File: config.mk
export PLATFORM = sky130hd
export DESIGN_NAME = alarm_sequencer_flat
export DESIGN_NICKNAME = d
export VERILOG_FILES = /design/src/rtl/alarm_pkg.sv /design/src/rtl/alarm_sequencer_if.sv /design/src/rtl/alarm_sequencer_rise_det.sv /design/src/rtl/alarm_sequencer.sv /design/src/flat_wrapper.sv
export SDC_FILE = /design/constraint.sdc
export NUM_CORES = 1
export LEC_CHECK = 0
export ABC_CLOCK_PERIOD_IN_PS = 7240
export BUFFER_PORTS_ARGS = -buffer_cell sky130_fd_sc_hd__buf_4
export CORE_MARGIN = 5
export CORE_UTILIZATION = 34
export CTS_CLUSTER_DIAMETER = 50
export CTS_CLUSTER_SIZE = 10
export DETAILED_ROUTE_END_ITERATION = 6
export GPL_TIMING_DRIVEN = 0
export PLACE_DENSITY = 0.51
export SLEW_MARGIN = 0
export SYNTH_ARGS = -nofsm -noshare
export SYNTH_HDL_FRONTEND = slang
export SYNTH_SLANG_ARGS = --single-unit
File: constraint.sdc
create_clock -name clk -period 7.24 [get_ports clk]
set_clock_uncertainty 0.2 [all_clocks]
set_input_delay 1.448 -clock clk [delete_from_list [all_inputs] [get_ports clk]]
set_output_delay 1.448 -clock clk [all_outputs]
set_load 0.02 [all_outputs]
File: src/rtl/alarm_pkg.sv
// Shared types and constants for the alarm sequencer.
//   alarm_state_t : controller states IDLE / RING / SNOOZE
//   DAY_SAT/SUN   : day-of-week codes treated as the weekend
package alarm_pkg;

  typedef enum logic [1:0] {
    IDLE   = 2'd0,
    RING   = 2'd1,
    SNOOZE = 2'd2
  } alarm_state_t;

  localparam logic [2:0] DAY_SAT = 3'd5;
  localparam logic [2:0] DAY_SUN = 3'd6;

endpackage

File: src/rtl/alarm_sequencer_if.sv
// Bus between the clock/alarm datapath and the alarm sequencer.
//   Inputs to the sequencer : tick, match, alarm_on, snooze, day[2:0]
//   Outputs of the sequencer: buzz, ringing, snoozing, snooze_left
//   master modport: stimulus side (datapath / bench)
//   slave  modport: alarm_sequencer
interface alarm_sequencer_if #(
  parameter int MAX_SNOOZE = 3
);
  localparam int SL_W = $clog2(MAX_SNOOZE + 1);

  logic            tick;
  logic            match;
  logic            alarm_on;
  logic            snooze;
  logic [2:0]      day;
  logic            buzz;
  logic            ringing;
  logic            snoozing;
  logic [SL_W-1:0] snooze_left;

  modport master (
    output tick, match, alarm_on, snooze, day,
    input  buzz, ringing, snoozing, snooze_left
  );

  modport slave (
    input  tick, match, alarm_on, snooze, day,
    output buzz, ringing, snoozing, snooze_left
  );

endinterface

File: src/rtl/alarm_sequencer_rise_det.sv
// Rising-edge detector used for the match and snooze levels.
//   clk  : system clock
//   rst  : asynchronous active-low reset (clears the history flop)
//   d    : level input, synchronous to clk
//   rise : high for the cycle in which d is 1 and was 0 on the previous cycle
module rise_det (
  input  logic clk,
  input  logic rst,
  input  logic d,
  output logic rise
);

  logic r_q;

  always_ff @(posedge clk or negedge rst) begin
    if (!rst) r_q <= 1'b0;
    else      r_q <= d;
  end

  assign rise = d & ~r_q;

endmodule

File: src/rtl/alarm_sequencer.sv
// Alarm sequencer: turns the time==alarm match and the 1 Hz tick into the
// buzzer drive, with ring timeout, 1 s on / 1 s off cadence and a bounded
// number of snoozes per alarm event.
//   clk  : system clock
//   rst  : asynchronous active-low reset
//   bus  : alarm_sequencer_if.slave (tick, match, alarm_on, snooze, day in;
//          buzz, ringing, snoozing, snooze_left out, all registered)
// Build option: define ALARM_WEEKEND_MUTE_EN to suppress new rings on
// Saturday/Sunday; otherwise day is ignored.
module alarm_sequencer
  import alarm_pkg::*;
#(
  parameter int RING_SECS   = 60,
  parameter int SNOOZE_SECS = 540,
  parameter int MAX_SNOOZE  = 3
) (
  input  logic              clk,
  input  logic              rst,
  alarm_sequencer_if.slave  bus
);

  localparam int SL_W    = $clog2(MAX_SNOOZE + 1);
  localparam int SEC_MAX = (RING_SECS > SNOOZE_SECS) ? RING_SECS : SNOOZE_SECS;
  localparam int SEC_W   = $clog2(SEC_MAX);

  localparam logic [SEC_W-1:0] RING_LAST   = SEC_W'(RING_SECS - 1);
  localparam logic [SEC_W-1:0] SNOOZE_LAST = SEC_W'(SNOOZE_SECS - 1);
  localparam logic [SL_W-1:0]  SL_FULL     = SL_W'(MAX_SNOOZE);

  alarm_state_t     r_state;
  logic [SEC_W-1:0] r_sec_cnt;
  logic             r_phase;
  logic             r_buzz;
  logic             r_ringing;
  logic             r_snoozing;
  logic [SL_W-1:0]  r_snooze_left;

  logic w_match_rise;
  logic w_snooze_rise;
  logic w_muted;

  rise_det u_match_rd (
    .clk  (clk),
    .rst  (rst),
    .d    (bus.match),
    .rise (w_match_rise)
  );

  rise_det u_snooze_rd (
    .clk  (clk),
    .rst  (rst),
    .d    (bus.snooze),
    .rise (w_snooze_rise)
  );

`ifdef ALARM_WEEKEND_MUTE_EN
  assign w_muted = (bus.day == DAY_SAT) | (bus.day == DAY_SUN);
`else
  assign w_muted = 1'b0;
`endif

  // Outputs are written alongside every state change so that buzz, ringing
  // and snoozing always reflect the state being entered on this edge.
  always_ff @(posedge clk or negedge rst) begin
    if (!rst) begin
      r_state       <= IDLE;
      r_sec_cnt     <= '0;
      r_phase       <= 1'b0;
      r_buzz        <= 1'b0;
      r_ringing     <= 1'b0;
      r_snoozing    <= 1'b0;
      r_snooze_left <= SL_FULL;
    end else if (!bus.alarm_on) begin
      // Disarming overrides every other event, in every state.
      r_state       <= IDLE;
      r_sec_cnt     <= '0;
      r_phase       <= 1'b0;
      r_buzz        <= 1'b0;
      r_ringing     <= 1'b0;
      r_snoozing    <= 1'b0;
      r_snooze_left <= SL_FULL;
    end else begin
      case (r_state)
        IDLE: begin
          if (w_match_rise && !w_muted) begin
            r_state       <= RING;
            r_sec_cnt     <= '0;
            r_phase       <= 1'b1;
            r_buzz        <= 1'b1;
            r_ringing     <= 1'b1;
            r_snooze_left <= SL_FULL;
          end
        end
        RING: begin
          // Snooze is checked first so it beats a coincident timeout tick.
          if (w_snooze_rise && (r_snooze_left != '0)) begin
            r_state       <= SNOOZE;
            r_sec_cnt     <= '0;
            r_phase       <= 1'b0;
            r_buzz        <= 1'b0;
            r_ringing     <= 1'b0;
            r_snoozing    <= 1'b1;
            r_snooze_left <= r_snooze_left - 1'b1;
          end else if (bus.tick) begin
            if (r_sec_cnt == RING_LAST) begin
              r_state   <= IDLE;
              r_sec_cnt <= '0;
              r_phase   <= 1'b0;
              r_buzz    <= 1'b0;
              r_ringing <= 1'b0;
            end else begin
              r_sec_cnt <= r_sec_cnt + 1'b1;
              r_phase   <= ~r_phase;
              r_buzz    <= ~r_phase;
            end
          end
        end
        SNOOZE: begin
          if (bus.tick) begin
            if (r_sec_cnt == SNOOZE_LAST) begin
              r_state    <= RING;
              r_sec_cnt  <= '0;
              r_phase    <= 1'b1;
              r_buzz     <= 1'b1;
              r_ringing  <= 1'b1;
              r_snoozing <= 1'b0;
            end else begin
              r_sec_cnt <= r_sec_cnt + 1'b1;
            end
          end
        end
        default: begin
          r_state    <= IDLE;
          r_sec_cnt  <= '0;
          r_phase    <= 1'b0;
          r_buzz     <= 1'b0;
          r_ringing  <= 1'b0;
          r_snoozing <= 1'b0;
        end
      endcase
    end
  end

  assign bus.buzz        = r_buzz;
  assign bus.ringing     = r_ringing;
  assign bus.snoozing    = r_snoozing;
  assign bus.snooze_left = r_snooze_left;

endmodule

File: src/flat_wrapper.sv
// flat-port wrapper written by rule: the top's interface ports become plain ports
module alarm_sequencer_flat import alarm_pkg::*;
#(
  parameter int RING_SECS   = 60,
  parameter int SNOOZE_SECS = 540,
  parameter int MAX_SNOOZE  = 3
)
  (clk, rst, bus_tick, bus_match, bus_alarm_on, bus_snooze, bus_day, bus_buzz, bus_ringing, bus_snoozing, bus_snooze_left);
  alarm_sequencer_if #(.MAX_SNOOZE(MAX_SNOOZE)) bus_i ();
  input  logic clk;
  input  logic rst;
  input wire logic [$bits(bus_i.tick)-1:0] bus_tick;
  input wire logic [$bits(bus_i.match)-1:0] bus_match;
  input wire logic [$bits(bus_i.alarm_on)-1:0] bus_alarm_on;
  input wire logic [$bits(bus_i.snooze)-1:0] bus_snooze;
  input wire logic [$bits(bus_i.day)-1:0] bus_day;
  output wire logic [$bits(bus_i.buzz)-1:0] bus_buzz;
  output wire logic [$bits(bus_i.ringing)-1:0] bus_ringing;
  output wire logic [$bits(bus_i.snoozing)-1:0] bus_snoozing;
  output wire logic [$bits(bus_i.snooze_left)-1:0] bus_snooze_left;
  assign bus_i.tick = bus_tick;
  assign bus_i.match = bus_match;
  assign bus_i.alarm_on = bus_alarm_on;
  assign bus_i.snooze = bus_snooze;
  assign bus_i.day = bus_day;
  assign bus_buzz = bus_i.buzz;
  assign bus_ringing = bus_i.ringing;
  assign bus_snoozing = bus_i.snoozing;
  assign bus_snooze_left = bus_i.snooze_left;
  alarm_sequencer #(.RING_SECS(RING_SECS), .SNOOZE_SECS(SNOOZE_SECS), .MAX_SNOOZE(MAX_SNOOZE)) u_core (.clk(clk), .rst(rst), .bus(bus_i));
endmodule
==> impl_metrics.env <==
export IMPL_layout_common_cells="16 x dfrtp_1, 13 x nor2_1, 12 x nand2_1"
export IMPL_path_max_fanout=10
export IMPL_dr_pass1_iters=4
export IMPL_fin_nets=147
export IMPL_final_common_cell="dfrtp_1"
export IMPL_cts_root_buf="clkbuf_4"
export IMPL_core_um2=3100
export IMPL_vias=922
export IMPL_grt_max_degree=19
export IMPL_cts_tree="done"
export IMPL_dp_cells=171
export IMPL_final_setup_tns_ps=0
export IMPL_synth_area_per_cell_um2=9.58
export IMPL_die_h_um=67.4
export IMPL_syn_to_final_growth_pct=14.0
export IMPL_hp_class="flop to flop"
export IMPL_critPathCaptureType="flop"
export IMPL_leakage_nw=0.610
export IMPL_clkPwrFrac=0.243
export IMPL_drc_errors=0
export IMPL_status="complete, no violations"
export IMPL_die_area_um2=4550
export IMPL_placed_area_um2=1250
export IMPL_cap_violations=0
export IMPL_clock_fmax_mhz=315
export IMPL_power_w=0.000235
export IMPL_p_seq_frac=0.468
export IMPL_drtAntennaViolNets=0
export IMPL_clk_latency_ps=310
export IMPL_critPathLaunchType="primary input"
export IMPL_routed_wl_um=2410
export IMPL_power_density_nw_per_um2=184
export IMPL_p_sw_frac=0.343
export IMPL_slew_headroom=0.498
export IMPL_vias_per_cell=5.27
export IMPL_cts_htree_levels=1
export IMPL_overflow=0
export IMPL_multi_input_area_um2=623
export IMPL_final_cell_area_um2=1280
export IMPL_cts_sinks=18
export IMPL_drive_above_1_share=0.183
export IMPL_io_pins=14
export IMPL_cts_resized=0
export IMPL_fillers=317
export IMPL_synth_async_reset_ratio=1.00
export IMPL_synth_edff_count=0
export IMPL_routabilityCongestion=0.784
export IMPL_diodes=0
export IMPL_crit_required_ps=7300
export IMPL_wl_per_cell_um=13.7
export IMPL_power_switching_w=0.0000806
export IMPL_critPathKind="primary input to flop"
export IMPL_syn_area_um2=1120
export IMPL_clk_transition_reported_paths_ps=120
export IMPL_p_comb_frac=0.289
export IMPL_intPower_w=0.000154
export IMPL_grt_pass1_wl_um=4010
export IMPL_yosys_warnings=0
export IMPL_cts_buffers=3
export IMPL_ys_ff_latch=18
export IMPL_cts_setup_buffers=0
export IMPL_synth_main_ff_cell="dfrtp_1"
export IMPL_tightest_slew_ps=752
export IMPL_yosys_cell_types_count=40
export IMPL_antenna_found_initial=0
export IMPL_grt_pass1_vias=866
export IMPL_rsz0062_at_grt="no"
export IMPL_grtUsageTotal=0.117
export IMPL_syn_num_nets=132
export IMPL_crit_arrival_ps=3240
export IMPL_setup_viol=0
export IMPL_row_count=20
export IMPL_io_buffers=10
export IMPL_timing_final_crit_share=0.438
export IMPL_maxSlewViolCount=0
export IMPL_drt_iter0_markers=43
export IMPL_fin_crit_ps=3170
export IMPL_cts_hold_buf=0
export IMPL_finalHoldViolations=0
export IMPL_place_hpwl_um=1710
export IMPL_final_cells=175
export IMPL_initial_core_util=0.361
export IMPL_seq_area_um2=453
export IMPL_cts_max_path_buffers=2
export IMPL_ir_drop_mv=0.0770
export IMPL_die_w_um=67.4
export IMPL_synth_cells=117
export IMPL_synth_seq_area_share=0.404
-- worst paths after layout --
check	startpoint	endpoint	slack [ps]	cells after the start
min in group asynchronous	rst	u_core.r_sec_cnt[6]	780	1
worst min register to register	u_core.r_sec_cnt[1]	u_core.r_sec_cnt[1]	340	2
worst min-delay path	u_core.r_sec_cnt[1]	u_core.r_sec_cnt[1]	340	2
worst max-delay path	bus_snooze	u_core.r_sec_cnt[0]	4070	7
worst max register to register	u_core.bus.snooze_left[0]	u_core.r_sec_cnt[2]	4600	8
max in group asynchronous	rst	u_core.bus.snooze_left[1]	5790	1
-- metrics by stage --
step | setup slack [ps] | utilization | hold slack (ps)
after global routing | 3990 | 0.412 | 388
after global placement | 3790 | 0.403 | 304
after CTS | 4070 | 0.412 | 341
after detailed placement | 3750 | 0.403 | 313
after floorplan | 4180 | - | 281
final | 4070 | 0.412 | 336
-- cells in the mapped netlist, drive strengths merged (2+ instances only) --
cell type / n / share of area
nor2b: 2 / 0.018
a22o: 7 / 0.055
nor4: 2 / 0.030
nor2: 13 / 0.044
a21o: 7 / 0.047
dfrtp: 16 / 0.36
inv: 8 / 0.027
ha: 6 / 0.067
nand3: 7 / 0.031
a31oi: 2 / 0.011
or3: 3 / 0.017
o32ai: 2 / 0.022
nand2: 12 / 0.040
o21ai: 3 / 0.013
a21oi: 3 / 0.013
dfstp: 2 / 0.047
nor3: 3 / 0.013
-- sequential cells by signal, indices dropped and copies added (netlist names) --
register and count:
u_core.r_sec_cnt 10, u_core.u_match_rd.r_q 1, u_core.r_phase 1, u_core.r_state 1
u_core.u_snooze_rd.r_q 1, u_core.bus.snoozing 1, u_core.bus.snooze_left 2, u_core.bus.ringing 1
-- cell families after synthesis --
logic type,synth area share
AND/OR/NAND/NOR,0.250
AO/OA/AOI/OAI,0.229
flip-flops,0.404
buffers and inverters,0.0402
adder cells (fa/ha/maj),0.0670
multiplexers,0.0100
-- power groups by stage --
stage / sequential (W) / combinational (W) / clock, W
global placement: 0.000112 / 0.0000668 / 0
finish: 0.000110 / 0.0000678 / 0.0000571
detailed placement: 0.000112 / 0.0000676 / 0
global route: 0.000111 / 0.0000758 / 0.0000643
floorplan: 0.000116 / 0.0000423 / 0
CTS: 0.000110 / 0.0000682 / 0.0000595
-- worst max-delay path, stage by stage --
cell and delay, ps:
buf_4 110, or3b_1 230, nand2_1 170, o32ai_2 720, nor2b_4 270, buf_6 140, mux2_2 140
-- layer usage --
metal | share of wire | GRT usage
met5 | 0 | 0
met4 | 0.014 | 0.0532
met3 | 0.031 | 0.0200
met1 | 0.53 | 0.167
met2 | 0.42 | 0.172
-- layout make-up --
type	instances	area share
Buffer	2	0.0118
Clock buffer	4	0.0206
Inverter	8	0.0235
Multi-Input combinational cell	89	0.488
Sequential cell	18	0.355
Tap cell	44	0.0431
Timing Repair Buffer	10	0.0588
Note: power is estimated with default switching activity, not from simulation.
